[src/rtl/htif_pkg.sv]
// HTIF shared definitions: command codes, link constants and packet lengths.
// Used by both the off-chip master and the on-chip endpoint.
package htif_pkg;

    typedef enum logic [2:0] {
        CMD_RD_MEM = 3'd0,
        CMD_WR_MEM = 3'd1,
        CMD_RD_CR  = 3'd2,
        CMD_WR_CR  = 3'd3,
        CMD_START  = 3'd4,
        CMD_STOP   = 3'd5
    } htif_cmd_e;

    typedef enum logic [1:0] {
        ST_IDLE = 2'd0,
        ST_SEND = 2'd1,
        ST_RECV = 2'd2,
        ST_DONE = 2'd3
    } htif_state_e;

    typedef enum logic [1:0] {
        STS_OK      = 2'd0,
        STS_BADHDR  = 2'd1,
        STS_TIMEOUT = 2'd2,
        STS_BADCMD  = 2'd3
    } htif_status_e;

    localparam logic [7:0] HTIF_ACK = 8'h06;

    localparam logic [5:0] TXLEN_RD_MEM = 6'd10;
    localparam logic [5:0] TXLEN_WR_MEM = 6'd42;
    localparam logic [5:0] TXLEN_RD_CR  = 6'd10;
    localparam logic [5:0] TXLEN_WR_CR  = 6'd18;
    localparam logic [5:0] TXLEN_START  = 6'd10;
    localparam logic [5:0] TXLEN_STOP   = 6'd2;

    localparam logic [5:0] RXLEN_RD_MEM = 6'd34;
    localparam logic [5:0] RXLEN_RD_CR  = 6'd10;
    localparam logic [5:0] RXLEN_OTHER  = 6'd2;

    function automatic logic [5:0] tx_len(input logic [2:0] cmd);
        logic [5:0] n;
        n = TXLEN_STOP;
        case (cmd)
            CMD_RD_MEM: n = TXLEN_RD_MEM;
            CMD_WR_MEM: n = TXLEN_WR_MEM;
            CMD_RD_CR:  n = TXLEN_RD_CR;
            CMD_WR_CR:  n = TXLEN_WR_CR;
            CMD_START:  n = TXLEN_START;
            default:    n = TXLEN_STOP;
        endcase
        return n;
    endfunction

    function automatic logic [5:0] rx_len(input logic [2:0] cmd);
        logic [5:0] n;
        n = RXLEN_OTHER;
        case (cmd)
            CMD_RD_MEM: n = RXLEN_RD_MEM;
            CMD_RD_CR:  n = RXLEN_RD_CR;
            default:    n = RXLEN_OTHER;
        endcase
        return n;
    endfunction

endpackage

[src/rtl/htif_nibble_deser.sv]
// RX nibble deserializer: counts received nibbles, checks the ack header
// and assembles the payload LS nibble first.
module htif_nibble_deser
    import htif_pkg::*;
(
    input  logic         clk,
    input  logic         rst_n,
    input  logic         clr_i,
    input  logic         acc_i,
    input  logic [3:0]   nib_i,
    input  logic [5:0]   len_i,
    output logic         last_o,
    output logic         bad_o,
    output logic [127:0] data_o
);

    logic [5:0]   cnt_q;
    logic [3:0]   lo_q;
    logic [127:0] data_q;
    logic [4:0]   di;

    assign di     = 5'(cnt_q - 6'd2);
    assign bad_o  = acc_i && (cnt_q == 6'd1) && ({nib_i, lo_q} != HTIF_ACK);
    assign last_o = acc_i && !bad_o && (cnt_q == len_i - 6'd1);
    assign data_o = data_q;

    always_ff @(posedge clk or negedge rst_n) begin
        if (!rst_n) begin
            cnt_q  <= '0;
            lo_q   <= '0;
            data_q <= '0;
        end else if (clr_i) begin
            cnt_q  <= '0;
            lo_q   <= '0;
            data_q <= '0;
        end else if (acc_i) begin
            if (cnt_q == 6'd0)
                lo_q <= nib_i;
            if (cnt_q >= 6'd2)
                data_q[{di, 2'b00} +: 4] <= nib_i;
            // Counter parks on the final nibble rather than wrapping.
            if (!last_o && !bad_o)
                cnt_q <= cnt_q + 6'd1;
        end
    end

endmodule

[src/rtl/htif_offchip_master.sv]
// HTIF off-chip master: serialises a command packet to the chip over a
// 4-bit link, then collects and checks the reply.
module htif_offchip_master
    import htif_pkg::*;
#(
    parameter int unsigned TIMEOUT_CYCLES = 65535
) (
    input  logic         clk,
    input  logic         rst_n,
    input  logic         req_val,
    output logic         req_rdy,
    input  logic [2:0]   req_cmd,
    input  logic [31:0]  req_addr,
    input  logic [127:0] req_data,
    output logic         resp_val,
    input  logic         resp_rdy,
    output logic [1:0]   resp_status,
    output logic [127:0] resp_data,
    output logic         tx_val,
    output logic [3:0]   tx_bits,
    input  logic         tx_rdy,
    input  logic         rx_val,
    input  logic [3:0]   rx_bits,
    output logic         rx_rdy,
    output logic         busy
);

    localparam logic [15:0] TO_LAST = 16'(TIMEOUT_CYCLES - 1);

    htif_state_e  state_q;
    logic [2:0]   cmd_q;
    logic [167:0] tx_q;
    logic [5:0]   nib_q;
    logic [15:0]  idle_q;
    logic [1:0]   sts_q;
    logic         rdy_q;

    logic         req_acc;
    logic         tx_acc;
    logic         rx_acc;
    logic         rx_last;
    logic         rx_bad;
    logic [127:0] rx_data;

    assign req_acc = (state_q == ST_IDLE) && req_val && rdy_q;
    assign tx_acc  = tx_val && tx_rdy;
    assign rx_acc  = rx_val && rx_rdy;

    assign req_rdy     = rdy_q;
    assign tx_val      = (state_q == ST_SEND);
    assign tx_bits     = tx_q[3:0];
    assign rx_rdy      = (state_q == ST_RECV);
    assign resp_val    = (state_q == ST_DONE);
    assign resp_status = sts_q;
    assign resp_data   = rx_data;
    assign busy        = (state_q != ST_IDLE);

    htif_nibble_deser u_deser (
        .clk    (clk),
        .rst_n  (rst_n),
        .clr_i  (req_acc),
        .acc_i  (rx_acc),
        .nib_i  (rx_bits),
        .len_i  (rx_len(cmd_q)),
        .last_o (rx_last),
        .bad_o  (rx_bad),
        .data_o (rx_data)
    );

    always_ff @(posedge clk or negedge rst_n) begin
        if (!rst_n) begin
            state_q <= ST_IDLE;
            cmd_q   <= '0;
            tx_q    <= '0;
            nib_q   <= '0;
            idle_q  <= '0;
            sts_q   <= STS_OK;
            rdy_q   <= 1'b0;
        end else begin
            unique case (state_q)
                ST_IDLE: begin
                    rdy_q <= 1'b1;
                    if (req_acc) begin
                        rdy_q <= 1'b0;
                        cmd_q <= req_cmd;
                        nib_q <= '0;
                        if (req_cmd > 3'd5) begin
                            state_q <= ST_DONE;
                            sts_q   <= STS_BADCMD;
                        end else begin
                            state_q <= ST_SEND;
                            sts_q   <= STS_OK;
                            tx_q    <= {req_data, req_addr, 5'b0, req_cmd};
                        end
                    end
                end
                ST_SEND: begin
                    if (tx_acc) begin
                        if (nib_q == tx_len(cmd_q) - 6'd1) begin
                            state_q <= ST_RECV;
                            nib_q   <= '0;
                            idle_q  <= '0;
                            tx_q    <= '0;
                        end else begin
                            nib_q <= nib_q + 6'd1;
                            tx_q  <= tx_q >> 4;
                        end
                    end
                end
                ST_RECV: begin
                    if (rx_bad) begin
                        state_q <= ST_DONE;
                        sts_q   <= STS_BADHDR;
                    end else if (rx_last) begin
                        state_q <= ST_DONE;
                        sts_q   <= STS_OK;
                    end else if (rx_acc) begin
                        idle_q <= '0;
                    end else if (idle_q == TO_LAST) begin
                        state_q <= ST_DONE;
                        sts_q   <= STS_TIMEOUT;
                    end else begin
                        idle_q <= idle_q + 16'd1;
                    end
                end
                ST_DONE: begin
                    if (resp_rdy) begin
                        state_q <= ST_IDLE;
                        rdy_q   <= 1'b1;
                    end
                end
            endcase
        end
    end

endmodule

[config.mk]
export PLATFORM = sky130hd
export DESIGN_NAME = htif_offchip_master
export DESIGN_NICKNAME = d
export VERILOG_FILES = /design/src/rtl/htif_pkg.sv /design/src/rtl/htif_nibble_deser.sv /design/src/rtl/htif_offchip_master.sv
export SDC_FILE = /design/constraint.sdc
export NUM_CORES = 1
export LEC_CHECK = 0
export ABC_AREA = 0
export ABC_CLOCK_PERIOD_IN_PS = 3600
export CAP_MARGIN = 20
export CORE_MARGIN = 1.5
export CORE_UTILIZATION = 40
export DETAILED_ROUTE_END_ITERATION = 8
export HOLD_SLACK_MARGIN = 0.03
export PLACE_DENSITY = 0.72
export SLEW_MARGIN = 40
export SYNTH_ARGS = -nofsm -noshare
export SYNTH_HDL_FRONTEND = slang
export SYNTH_SLANG_ARGS = --single-unit
[constraint.sdc]
create_clock -name clk -period 3.6 [get_ports clk]
set_input_delay 0.36 -clock clk [delete_from_list [all_inputs] [get_ports clk]]
set_output_delay 0.36 -clock clk [all_outputs]
set_load 0.005 [all_outputs]
# Word level (Yosys, flattened, before mapping)
# Cells that the tools add are included.
totals:
  ff_bits: 336
  latchBits: 0
  ramBits: 0
  romBits: 0
  input_bits: 173
  mem_count: 0
op_classes:
  addsub: 7
  n_mul: 0
  div: 0
  magnitude_cmp: 2
  eq_ne: 22
  shifts: 2
  muxes: 50
  bitwise: 0
  reduce_logical: 34
op_table:
  columns: ["op", "n"]
  rows:
  - ["168-bit two-way mux", 3]
  - ["128-bit two-way mux", 3]
  - ["168-bit one-hot mux with 2 select lines", 1]
  - ["164-bit two-way mux", 1]
  - ["128-bit bitwise mux", 1]
  - ["4-bit by 9-bit variable shift with 128-bit output (first input constant)", 1]
  - ["4-bit by 9-bit indexed part select with 128-bit output", 1]
  - ["16-bit two-way mux", 6]
  - ["6-bit two-way mux", 8]
  - ["16-bit one-hot mux with 2 select lines", 1]
  - ["2-bit two-way mux", 15]
  - ["6-bit one-hot mux with 2 select lines", 2]
  - ["6-bit one-hot mux with 3 select lines", 1]
  - ["2-bit nonzero test", 9]
  - ["16-bit by 1-bit adder with 16-bit output (second input constant)", 1]
  - ["16-bit == test (second input constant)", 1]
  - ["6-bit by 1-bit adder with 6-bit output (second input constant)", 2]
  - ["6-bit == test", 2]
  - ["4-bit two-way mux", 3]
  - ["6-bit AND reduction", 2]
  - ["6-bit by 1-bit subtractor with 6-bit output (second input constant)", 2]
  - ["2-bit AND reduction", 5]
  - ["1-bit logical AND", 9]
  - ["7-bit negator with 9-bit output", 1]
  - ["other kinds (26)", 36]

# Longest topological paths before layout
depth:
  ltp_word: 12
  ltp_mapped: 12
  mapped_depth_nobuf: 8

# Modules after synthesis
# From an unflattened synthesis, not the netlist that was laid out.
hier_totals:
  cells_unflattened: 1526
  area_unflattened_um2: 16398.2
modules_own_cells:
  columns: ["module", "instances", "cells_per_inst", "area_each_um2", "seq_area_each_um2"]
  rows:
  - ["htif_offchip_master", 1, 968, 9746.8, 4954.8]
  - ["htif_nibble_deser", 1, 558, 6651.4, 3453.3]

# Worst setup path before layout
# No wires, ideal clock.
synth_path:
  path_type: "register to register"
  start: "register u_deser.cnt_q[0]"
  end: "register u_deser.data_q[10], in the netlist u_deser.data_o[10]"
  arrival_time_ps: 2446
  setup_slack_ps: 1022
  stages_incl_launch_ff: 10
  period_less_slack_ps: 2578
  cell_sequence: "dfrtp_1 > clkbuf_1 > inv_1 > ha_1 > clkbuf_1 > xor2_1 > nand2_1 > nor3_1 > mux2i_1 > nor2_1"
synth_via:
  elab_chain_cells: 7
  elab_cells_between_ends: 11
  cone_classes: "add/sub (2); order compare (1); shift (2); mux (4); reduce/logical (2)"
synth_rtl:
  columns: ["item", "line", "rtl"]
  rows:
  - ["start: declaration", "htif_nibble_deser.sv:17", "logic [5:0] cnt_q;"]
  - ["start signal: assignment", "htif_nibble_deser.sv:43", "cnt_q <= cnt_q + 6'd1;"]
  - ["5-bit by 2-bit subtractor with 5-bit output", "htif_nibble_deser.sv:22", "assign di = 5'(cnt_q - 6'd2);"]
  - ["7-bit negator with 9-bit output", "htif_nibble_deser.sv:40", "data_q[{di, 2'b00} +: 4] <= nib_i;"]
  - ["4-bit by 9-bit indexed part select with 128-bit output / 4-bit by 9-bit variable shift with 128-bit output (equally long branches)", "htif_nibble_deser.sv:40", null]
  - ["128-bit bitwise mux", "htif_nibble_deser.sv:40", null]
  - ["128-bit two-way mux", "htif_nibble_deser.sv:39", "if (cnt_q >= 6'd2)"]
  - ["128-bit two-way mux", "htif_nibble_deser.sv:36", "end else if (acc_i) begin"]
  - ["128-bit two-way mux", "htif_nibble_deser.sv:32", "end else if (clr_i) begin"]
  - ["end signal: indexed assignment", "htif_nibble_deser.sv:40", null]
  - ["end: declaration", "htif_nibble_deser.sv:19", "logic [127:0] data_q;"]
# Several ways; a longest one is shown, not always the timed one. The select of a mux whose other input is x is not followed.
# A chain may end at the register's enable or synchronous reset.

# Worst setup path after layout
layout_path:
  start: "register u_deser.cnt_q[1]"
  end: "register u_deser.data_q[126], in the netlist u_deser.data_o[126]"
# The elaborated chain is that of the path after synthesis.

==> impl_metrics.csv <==
group,metric,value,unit
timing,setup_ws,0.512,ns
placement,dp.cells,2253,
outcome,status,"finished, final reports clean",
placement,dp_worst_setup_slack,0.302,ns
global_routing,first_global_vias,12698,
global_routing,grt_pass1_wl,68.2,mm
route,totalWireLength,42.5,mm
die,core-area,37400,sq um
global_routing,grt_max_degree,164,
synth,synth_warnings,0,
clock_tree,cts.root.buffer_cell,"clkbuf_16",
final_layout,stdcell_area,20000,sq um
clock_tree,post_cts_buffers,0,
final_layout,diodes,0,
final_layout,final_nets,1972,
timing,slew_violations,0,
final_layout,drive_gt1_share,6.14,%
synth,synth_edf_count,0,
route,drc_errors,0,
synth,syn_area_per_cell,10.0,sq um
flow_run,drv_cap,0,
route,first_pass_iters,5,
synth,async_flop_share,100,%
setup_path,endpoint_kind,"flip-flop",
clock_tree,clock_latency,0.55,ns
timing,clock_skew,0.00850,ns
global_routing,grt-ovfl-total,0,
route,num_vias,12778,
final_layout,fill_cells,3310,
clock_tree,cts_tree,"yes",
synth,synth_nets,1698,
die,rows,71,
synth,synth_seq_cells,336,
clock_tree,cts_hold_buf,1,
final_layout,layout_commonest_cell,"dfrtp_1",
route,drtIter0Drc,851,
route,via_per_inst,5.51,
setup_path,cp_max_fo,11,
global_routing,grtUsageTotal,21.7,%
final_layout,fin_cells,2320,
synth,synth_simple_gate_area_share,13.5,%
timing,layout_min_cycle_time,3.09,ns
timing,hold_viol,0,
placement,dp_hpwl,29.2,mm
synth,ys_seq_area_share,55.6,%
die,die_x,197,microns
synth,synth_compound_area_share,21.6,%
timing,setup_viol,0,
power_and_ir_drop,total_leakage_power,8.59,nW
die,start_util,40.4,%
route,avgRoutedWirePerCell,18.3,microns
synth,synth_top_area_share,55.6,%
hold_path,min_path_type,"input port to flip-flop",
clock_tree,clock_path_buffers,3,
setup_path,worstSetupStartpointType,"flip-flop",
clock_tree,clkTransAtPathRegs,0.06,ns
synth,synth_mux_area_share,3.83,%
timing,rsz0062_at_grt,"false",
timing,worst_slew_pin_slew,0.813,ns
setup_path,crit_type,"flip-flop to flip-flop",
die,ioPinCount,312,
synth,synth_xor_area_share,0.753,%
synth,synth.cell_area,15100,sq um
die,fp.dieH,197,microns
synth,synth_top_family_by_area,"compound AO/OA/AOI/OAI gates",
setup_path,cp.arrival,3.51,ns
die,dieArea,39000,sq um
placement,dpl-instance-area,18800,sq um
synth,yosys.area.top_type,"dfrtp_1",
synth,synth_fa_ha_area_share,1.32,%
timing,clock.fmax,324,MHz
clock_tree,post_cts_resized,0,
final_layout,final_cell_mix,"dfrtp_1, clkdlybuf4s50_1, nand2_1",
placement,gp_congestion,0.941,
clock_tree,cts_sinks,336,
global_routing,grt_antenna_before_repair,2,
synth,postSynthCellCount,1509,
setup_path,crit_required,4.03,ns
synth,synth_ff_type,"dfrtp_1",
clock_tree,cts_max_level,2,
timing,maxSlewHeadroom,44.9,%
timing,tns,0,ns
route,ant_nets,0,
power_and_ir_drop,peakVddDrop,659,uV
power_and_ir_drop,powerDensity,751,nW/um^2
synth,synth.distinct_cells,63,
placement,io_buffer_count,311,
clock_tree,cts_buffers,38,
final_layout,syn2layout_area_growth,32.6,%
synth,synth.area.top_cells,"dfrtp_1, a22oi_1, nand2_1",
timing,min_period_over_period,85.8,%
layout make-up:
cell class / instances / area (sq um) / area share [%]
timing repair buffer: 346 / 3480 / 17.4
clock inverter: 13 / 146 / 0.730
tap: 511 / 639 / 3.19
clock buffer: 53 / 1080 / 5.38
multi-input combinational: 1046 / 6230 / 31.1
sequential: 336 / 8410 / 41.9
inverter: 15 / 58.8 / 0.293
layer usage:
layer	track usage [%]	routed length, microns	vias up
met5	0	17	-
met4	6.50	865	2
li1	-	-	5997
met3	6.76	3860	71
met1	28.5	18000	6250
met2	34.4	19700	458
critical path, cell delays in order, from the launching register on:
cell and delay [ns]:
dfrtp_1 0.54, inv_1 0.15, ha_1 0.26, xor2_1 0.22, nor4_1 0.47, a21oi_1 0.26
nor2_1 0.51, a21oi_1 0.24, a2bb2o_1 0.32
path summary, 6_finish.rpt:
kind / start / endpoint / slack, ns / depth (start not counted)
worst max-delay path: u_deser.cnt_q[1] / u_deser.data_o[126] / 0.51 / 8
worst min-delay path: req_data[124] / tx_q[164] / 0.37 / 3
worst max register to register: u_deser.cnt_q[1] / u_deser.data_o[126] / 0.51 / 8
worst min register to register: tx_q[67] / tx_q[67] / 0.48 / 2
max in group asynchronous: rst_n / tx_q[113] / 2.18 / 3
min in group asynchronous: rst_n / u_deser.data_o[115] / 0.42 / 2
per-stage QoR:
stage / power (mW) / util (%) / hold slack (ns)
2_1_floorplan: 9.36 / - / 0.0644
3_3_place_gp: 11.0 / 50.3 / 0.419
3_5_place_dp: 11.2 / 50.3 / 0.428
4_1_cts: 15.1 / 53.6 / 0.339
5_1_grt: 16.1 / 53.6 / 0.379
6_report: 15.0 / 53.6 / 0.365
flip-flops by register name, summed over array words and instances (netlist names), 3 cells and up:
signal	flops
tx_q	168
u_deser.data_o	128
idle_q	16
nib_q	6
u_deser.cnt_q	6
u_deser.lo_q	4
cmd_q	3
cell usage after synthesis (7+ instances only):
library cell / count
dfrtp_1: 336
o22ai_1: 13
ha_1: 16
a22oi_1: 159
nand4_1: 12
o22a_1: 10
a21oi_1: 22
nor2_1: 63
nor3_1: 17
xnor2_1: 7
clkbuf_1: 98
buf_2: 8
o21ai_0: 191
o2bb2ai_1: 57
inv_1: 15
mux2i_1: 53
a21o_1: 7
nand3_1: 54
and3_1: 13
nand2_1: 272
report_power, final:
part           internal, mW  switching [mW]
Combinational          2.09            3.63
Sequential             4.82           0.650
Clock                  2.30            1.56
cell families after synthesis:
logic type / after synthesis
AOI/OAI and AO/OA: 492
adders and majority gates: 16
muxes: 57
and+or+nand+nor: 468
xor gates and xnor gates: 13
DFF: 336
buffers and inverters: 127
Note: power is estimated with default switching activity, not from simulation.
